$ cat config.mk
export PLATFORM = sky130hd
export DESIGN_NAME = pet2001_vram_arbiter
export DESIGN_NICKNAME = d
export VERILOG_FILES = /design/src/rtl/pet2001_vram_pkg.sv /design/src/rtl/pet2001_sat_counter.sv /design/src/rtl/pet2001_vram_arbiter.sv
export SDC_FILE = /design/constraint.sdc
export NUM_CORES = 1
export LEC_CHECK = 0
export CORE_AREA = 2 2 65 92
export CTS_BUF_LIST = sky130_fd_sc_hd__clkbuf_4 sky130_fd_sc_hd__clkbuf_8
export CTS_CLUSTER_DIAMETER = 30
export CTS_CLUSTER_SIZE = 20
export DETAILED_ROUTE_END_ITERATION = 8
export DIE_AREA = 0 0 67 94
export PLACE_DENSITY_LB_ADDON = 0.2
export SLEW_MARGIN = 40
export SYNTH_ARGS = -nofsm -noshare
export SYNTH_HDL_FRONTEND = slang
export SYNTH_SLANG_ARGS = --single-unit
$ cat constraint.sdc
create_clock -name clk -period 3.1 [get_ports clk]
set_clock_uncertainty 0.15 [all_clocks]
set_input_delay 0.62 -clock clk [delete_from_list [all_inputs] [get_ports clk]]
set_output_delay 0.62 -clock clk [all_outputs]
set_load 0.02 [all_outputs]
$ cat src/rtl/pet2001_vram_pkg.sv
// Shared types and constants for the PET video RAM arbiter.
// Slot timing is eight ce_7mp ticks per character cell.
package pet2001_vram_pkg;

   localparam int SLOT_LEN     = 8;
   localparam int PHASE_W      = $clog2(SLOT_LEN);
   localparam int DEF_VID_SLOT = 7;

   typedef enum logic [1:0] {
      IDLE,
      ISSUE,
      CAPTURE
   } state_t;

   typedef enum logic [1:0] {
      OWN_NONE,
      OWN_VID,
      OWN_CPU
   } owner_t;

endpackage

$ cat src/rtl/pet2001_sat_counter.sv
// Up-counter that sticks at all-ones; used to count CPU slot deferrals.
module pet2001_sat_counter #(
   parameter int W = 16
) (
   input  logic         clk,
   input  logic         reset_n,
   input  logic         inc,
   input  logic         clear,
   output logic [W-1:0] count
);

   always_ff @(posedge clk) begin
      if (!reset_n || clear) begin
         count <= '0;
      end else if (inc && (count != '1)) begin
         count <= count + 1'b1;
      end
   end

endmodule

$ cat src/rtl/pet2001_vram_arbiter.sv
// Time-slot arbiter sharing the PET video RAM between the video fetch
// and the CPU; video owns one slot per cell while the raster is active.
module pet2001_vram_arbiter
   import pet2001_vram_pkg::*;
#(
   parameter int ADDR_W   = 11,
   parameter int DATA_W   = 8,
   parameter int VID_SLOT = DEF_VID_SLOT,
   parameter int WAIT_W   = 16
) (
   input  logic               clk,
   input  logic               reset_n,
   input  logic               ce_7mp,
   input  logic [PHASE_W-1:0] char_phase,
   input  logic               vid_fetch_en,
   input  logic [ADDR_W-1:0]  vid_addr,
   output logic [DATA_W-1:0]  vid_data,
   output logic               vid_valid,
   input  logic               cpu_req,
   input  logic               cpu_we,
   input  logic [ADDR_W-1:0]  cpu_addr,
   input  logic [DATA_W-1:0]  cpu_wdata,
   output logic [DATA_W-1:0]  cpu_rdata,
   output logic               cpu_ack,
   output logic               ram_en,
   output logic               ram_we,
   output logic [ADDR_W-1:0]  ram_addr,
   output logic [DATA_W-1:0]  ram_wdata,
   input  logic [DATA_W-1:0]  ram_rdata,
   output logic [WAIT_W-1:0]  cpu_wait_cnt
);

   state_t state;
   owner_t owner;
   logic   op_we;
   logic   vid_hit;
   logic   defer;

   assign vid_hit = vid_fetch_en && (char_phase == PHASE_W'(VID_SLOT));
   assign defer   = ce_7mp && (state == IDLE) && vid_hit && cpu_req;

   pet2001_sat_counter #(
      .W (WAIT_W)
   ) u_wait_cnt (
      .clk     (clk),
      .reset_n (reset_n),
      .inc     (defer),
      .clear   (1'b0),
      .count   (cpu_wait_cnt)
   );

   always_ff @(posedge clk) begin
      if (!reset_n) begin
         state     <= IDLE;
         owner     <= OWN_NONE;
         op_we     <= 1'b0;
         vid_data  <= '0;
         vid_valid <= 1'b0;
         cpu_rdata <= '0;
         cpu_ack   <= 1'b0;
         ram_en    <= 1'b0;
         ram_we    <= 1'b0;
         ram_addr  <= '0;
         ram_wdata <= '0;
      end else begin
         // NOTE: completion pulses default low here so each fires for exactly one clk.
         vid_valid <= 1'b0;
         cpu_ack   <= 1'b0;
         case (state)
            IDLE: begin
               if (ce_7mp) begin
                  if (vid_hit) begin
                     owner     <= OWN_VID;
                     op_we     <= 1'b0;
                     ram_en    <= 1'b1;
                     ram_we    <= 1'b0;
                     ram_addr  <= vid_addr;
                     ram_wdata <= '0;
                     state     <= ISSUE;
                  end else if (cpu_req) begin
                     owner     <= OWN_CPU;
                     op_we     <= cpu_we;
                     ram_en    <= 1'b1;
                     ram_we    <= cpu_we;
                     ram_addr  <= cpu_addr;
                     ram_wdata <= cpu_wdata;
                     state     <= ISSUE;
                  end
               end
            end
            ISSUE: begin
               ram_en <= 1'b0;
               ram_we <= 1'b0;
               state  <= CAPTURE;
            end
            CAPTURE: begin
               // The RAM answers one clk after the strobe, so rdata is valid now.
               if (owner == OWN_VID) begin
                  vid_data  <= ram_rdata;
                  vid_valid <= 1'b1;
               end else begin
                  cpu_rdata <= op_we ? '0 : ram_rdata;
                  cpu_ack   <= 1'b1;
               end
               owner <= OWN_NONE;
               state <= IDLE;
            end
            default: begin
               state <= IDLE;
            end
         endcase
      end
   end

endmodule

## Word level (Yosys, flattened, before mapping)

Cells that the tools add are included.

| word-level totals | value |
|---|---|
| flip-flop bits (word level) | 60 |
| input port bits | 47 |
| logic and storage cells | 60 |

| cells by class | value |
|---|---|
| add/subtract/negate cells | 1 |
| equal/unequal tests | 7 |
| mux-type cells | 23 |
| bitwise logic cells | 1 |
| reductions and logical operators | 16 |

Operator list:

| kind | count |
|---|---|
| $mux W8 | 3 |
| $mux W11 | 2 |
| $add A16 B1 Y16 const B | 1 |
| $ne A16 B16 Y1 const B | 1 |
| $mux W2 | 6 |
| $reduce_and A3 Y1 | 3 |
| $mux W1 | 8 |
| $pmux W2 S2 | 2 |
| $reduce_and A2 Y1 | 4 |
| $reduce_bool A2 Y1 | 3 |
| $logic_and A1 B1 Y1 | 5 |
| $eq A2 B1 Y1 const B | 2 |
| $pmux W1 S2 | 2 |
| $eq A3 B3 Y1 const B | 1 |
| $ne A3 B3 Y1 const B | 1 |
| $eq A2 B2 Y1 const B | 1 |
| $logic_not A2 Y1 | 1 |
| $ne A2 B2 Y1 const B | 1 |
| $not A1 Y1 | 1 |

## Longest topological paths before layout

| depth | value |
|---|---|
| depth in word-level cells | 5 |
| gate-level depth with buffers | 7 |
| gate-level depth less buffers | 6 |

## By module

A second synthesis with hierarchy kept.

| unflattened totals | value |
|---|---|
| cell total of the unflattened synthesis | 274 |
| area, all modules | 2686.3 um^2 |

Modules (own cells, without submodules):

| module | instances | cells an instance | area each (um^2) | seq. area each (um^2) |
|---|---|---|---|---|
| pet2001_vram_arbiter | 1 | 180 | 1824.2 | 880.8 |
| pet2001_sat_counter | 1 | 94 | 862.1 | 320.3 |

## Worst setup path before layout

No wires, ideal clock.

| timing path | value |
|---|---|
| path kind | reg2reg |
| from | register u_wait_cnt.count[0] |
| to | register u_wait_cnt.count[0] |
| library setup time | 0.128 ns |
| arrival | 1.878 ns |
| path slack | 0.944 ns |
| cell stages (with the launch flop) | 7 |
| period minus slack after synthesis | 2.156 ns |
| path through | dfxtp_1 > ha_1 > nand4_4 > or4_4 > o21ai_4 > xor2_1 > nor2_1 |

| between the ends | value |
|---|---|
| longest elaborated chain between the ends | 2 |

RTL lines:

| item | line | RTL |
|---|---|---|
| start: declaration | pet2001_sat_counter.sv:9 | `output logic [W-1:0] count` |
| start signal: assignment | pet2001_sat_counter.sv:16 | `count <= count + 1'b1;` |
| branches (longest 2 deep; another with $add A16 B1 Y16) | n/a |  |

Several ways; the timed one is not identified.
A chain may end at the register's enable or synchronous reset.

## Worst setup path in the final report

| timing path | value |
|---|---|
| from | input vid_fetch_en |
| to | register u_wait_cnt.count[8] |

| between the ends | value |
|---|---|
| longest elaborated chain between the ends | 4 |

RTL lines:

| item | line | RTL |
|---|---|---|
| start: declaration | pet2001_vram_arbiter.sv:15 | `input logic vid_fetch_en,` |
| $logic_and A1 B1 Y1 | pet2001_vram_arbiter.sv:39 | `assign vid_hit = vid_fetch_en && (char_phase == PHASE_W'(VID_SLOT));` |
| $logic_and A1 B1 Y1 (2 in a row) | pet2001_vram_arbiter.sv:40 | `assign defer = ce_7mp && (state == IDLE) && vid_hit && cpu_req;` |
| $logic_and A1 B1 Y1 | pet2001_sat_counter.sv:15 | `end else if (inc && (count != '1)) begin` |

Every way passes these cells.

==> results.cfg <==
[cts]
root_buffer = clkbuf_8
cts_hold_buffers = 0
h-tree-depth = 3
clk_pin_slew_ps = 70
cts_resized = 0
clockBufferDepth = 2
cts_sinks = 60
post_cts_buffers = 0
clk_latency_ps = 330
cts-buffers-inserted = 9
tritoncts = built

[placement]
place_area_um2 = 3600
place_ws_ps = 437
place_inst = 435
place.gp.congestion = 0.792
place.port_buffers = 101
dpl.hpwl_mm = 4.17

[die]
fp.dieH_um = 94
start_util_pct = 47.0
core.rowCount = 32
dieArea_um2 = 6300
ios = 102
core_area_um2 = 5450
die_w_um = 67

[critical_path]
critPathRequiredTime_ps = 3210
path_cells = clkdlybuf4s50_1 > and4_1 > nand3_2 > or4_1 > a21oi_1
arrival_ps = 2440
cpPeakStageDelay_ps = 560
worstSetupStartpointType = input pin
worstSetupPathType = in2reg
crit_buf_inv = 1
ff2ff_setup_slack_ps = 830
crit_path_max_fanout = 11
cpLargestDelayFamily = simple AND/OR/NAND/NOR gates
cp_slowest_cell = or4_1
end_kind = register

[yosys]
syn_area_um2 = 2560
ys.flop_type = dfxtp_1
syn_area_per_cell_um2 = 9.25
synth.distinct_cells = 48
synth_edf_count = 0
ys_ff_latch = 60
synth_nets = 325
ys_warn_count = 0
synthArstFlopShare_pct = 0
seq_area_frac_synth_pct = 46.9
synth_cells = 277

[timing]
period_needed_ps = 2330
worst_slew_pin_slew_ps = 707
layout_setup_ws_ps = 766
slew_headroom_pct = 52.4
rsz0062_at_grt = no
hold_slack_ps = 306
finalSetupTns_ps = 0
hold_viol = 0
max_freq_mhz = 428
setup_violations = 0
drv_slew = 0
min_period_over_period_pct = 75.3

[cells_and_area]
final_common_cell = clkdlybuf4s50_1
synthToLayoutAreaGrowth_pct = 49.4
final_nets = 426
mostFrequentLayoutCells = 101 x clkdlybuf4s50_1, 60 x dfxtp_1, 40 x nand2_1
drive_above_1_share_pct = 9.14
antenna_cells = 0
design_area_um2 = 3830
fin_cells = 451

[global_route]
grt_pass1_vias = 2261
grt.total_usage_pct = 20.3
overflow = 0
grt_pass1_wl_mm = 9.90
grt_max_degree = 47
grt_antenna_before_repair = 0

[power]
switching_share_pct = 23.8
p_sw_mw = 0.427
powerDensity_nw_per_um2 = 468
clkPwrFrac_pct = 43.5
internal-power_mw = 1.36
ir_worst_vdd_mv = 0.454
seq_power_share_pct = 45.1
p_comb_share_pct = 11.4
power_leakage_nw = 1.35

[run]
drv_cap = 0

[routing]
via_per_inst = 5.29
antenna_left = 0
drt_pass1_iterations = 4
vias = 2385
route.detailed.drc = 0
drtIter0Drc = 104
routed_wl_mm = 5.91
wire_per_inst_um = 13.1

[status]
status = completed

[worst_hold_path]
hold_class = reg2reg
[worst min-delay path: cells and delay by family (launching register included)]
kind | cells | cell delay (ps)
AO/OA/AOI/OAI | 1 | 50
flip-flops | 1 | 310
AND/OR/NAND/NOR | 1 | 50
[sequential cells by signal, summed over array words and instances, names as in the netlist, 2 cells and up]
name / count
u_wait_cnt.count: 16
ram_wdata: 8
state: 2
vid_data: 8
owner: 2
cpu_rdata: 8
ram_addr: 11
[power groups by stage]
stage | registers [mW] | logic, mW | clock network (mW)
2_1_floorplan | 0.848 | 0.0677 | 0
3_3_place_gp | 0.824 | 0.203 | 0
3_5_place_dp | 0.825 | 0.204 | 0
4_1_cts | 0.808 | 0.206 | 0.800
5_1_grt | 0.810 | 0.222 | 0.833
6_report | 0.808 | 0.203 | 0.780
[synthesized netlist by cell type (2+ instances only)]
master	n	share of area (%)
inv_1	6	0.88
nand2_1	40	5.9
xnor2_1	10	3.4
o21ai_0	5	0.98
nand4_1	2	0.49
buf_2	3	0.59
xor2_1	2	0.68
nand3_1	17	3.3
nor4_1	7	1.7
clkbuf_1	8	1.2
buf_6	3	1.3
or4_1	2	0.59
nor2_1	33	4.8
and4_1	3	1.0
dfxtp_1	60	47
clkbuf_8	2	1.1
nor2b_1	2	0.49
a311oi_1	11	3.8
and3_1	2	0.49
a22o_1	8	2.7
a21oi_1	15	2.9
mux2i_1	9	3.5
o21a_1	2	0.59
[cell families (layout without fill, tap and decap cells)]
family / after synthesis / in the layout / share of synthesized area, %
fa+ha+maj: 1 / 1 / 0.488
simple gates: 120 / 120 / 23.8
xor+xnor: 12 / 12 / 4.10
compound gates: 52 / 52 / 16.0
flops: 60 / 60 / 46.9
mux: 9 / 9 / 3.52
buf+inv: 23 / 129 / 5.18
[stage by stage]
step           util [%]  power [mW]
2_1_floorplan         -       0.915
3_3_place_gp       66.1        1.03
3_5_place_dp       66.2        1.03
4_1_cts            70.3        1.81
5_1_grt            70.3        1.86
6_report           70.3        1.79
[per-layer routing]
metal  track usage, %  share of wire (%)  up-vias
met5                0                  0        -
met3             7.67                7.0        2
li1                 -                  -     1185
met2             33.8                 50       78
met4             8.33               0.64        0
met1             22.7                 42     1120
[final cells by class]
type / count / area [µm²]
inverter: 6 / 22.5
fill: 457 / 1620
clock buffer: 9 / 124
sequential: 60 / 1200
timing repair buffer: 107 / 1060
tap: 68 / 85.1
clock inverter: 7 / 98.8
multi-input combinational: 194 / 1240
[final timing paths]
check | end | cells past startpoint | start
worst max-delay path | u_wait_cnt.count[8] | 5 | vid_fetch_en
worst min-delay path | ram_wdata[5] | 2 | ram_wdata[5]
worst max register to register | u_wait_cnt.count[5] | 6 | u_wait_cnt.count[0]
worst min register to register | ram_wdata[5] | 2 | ram_wdata[5]
Power figures use the tool's default switching activity.
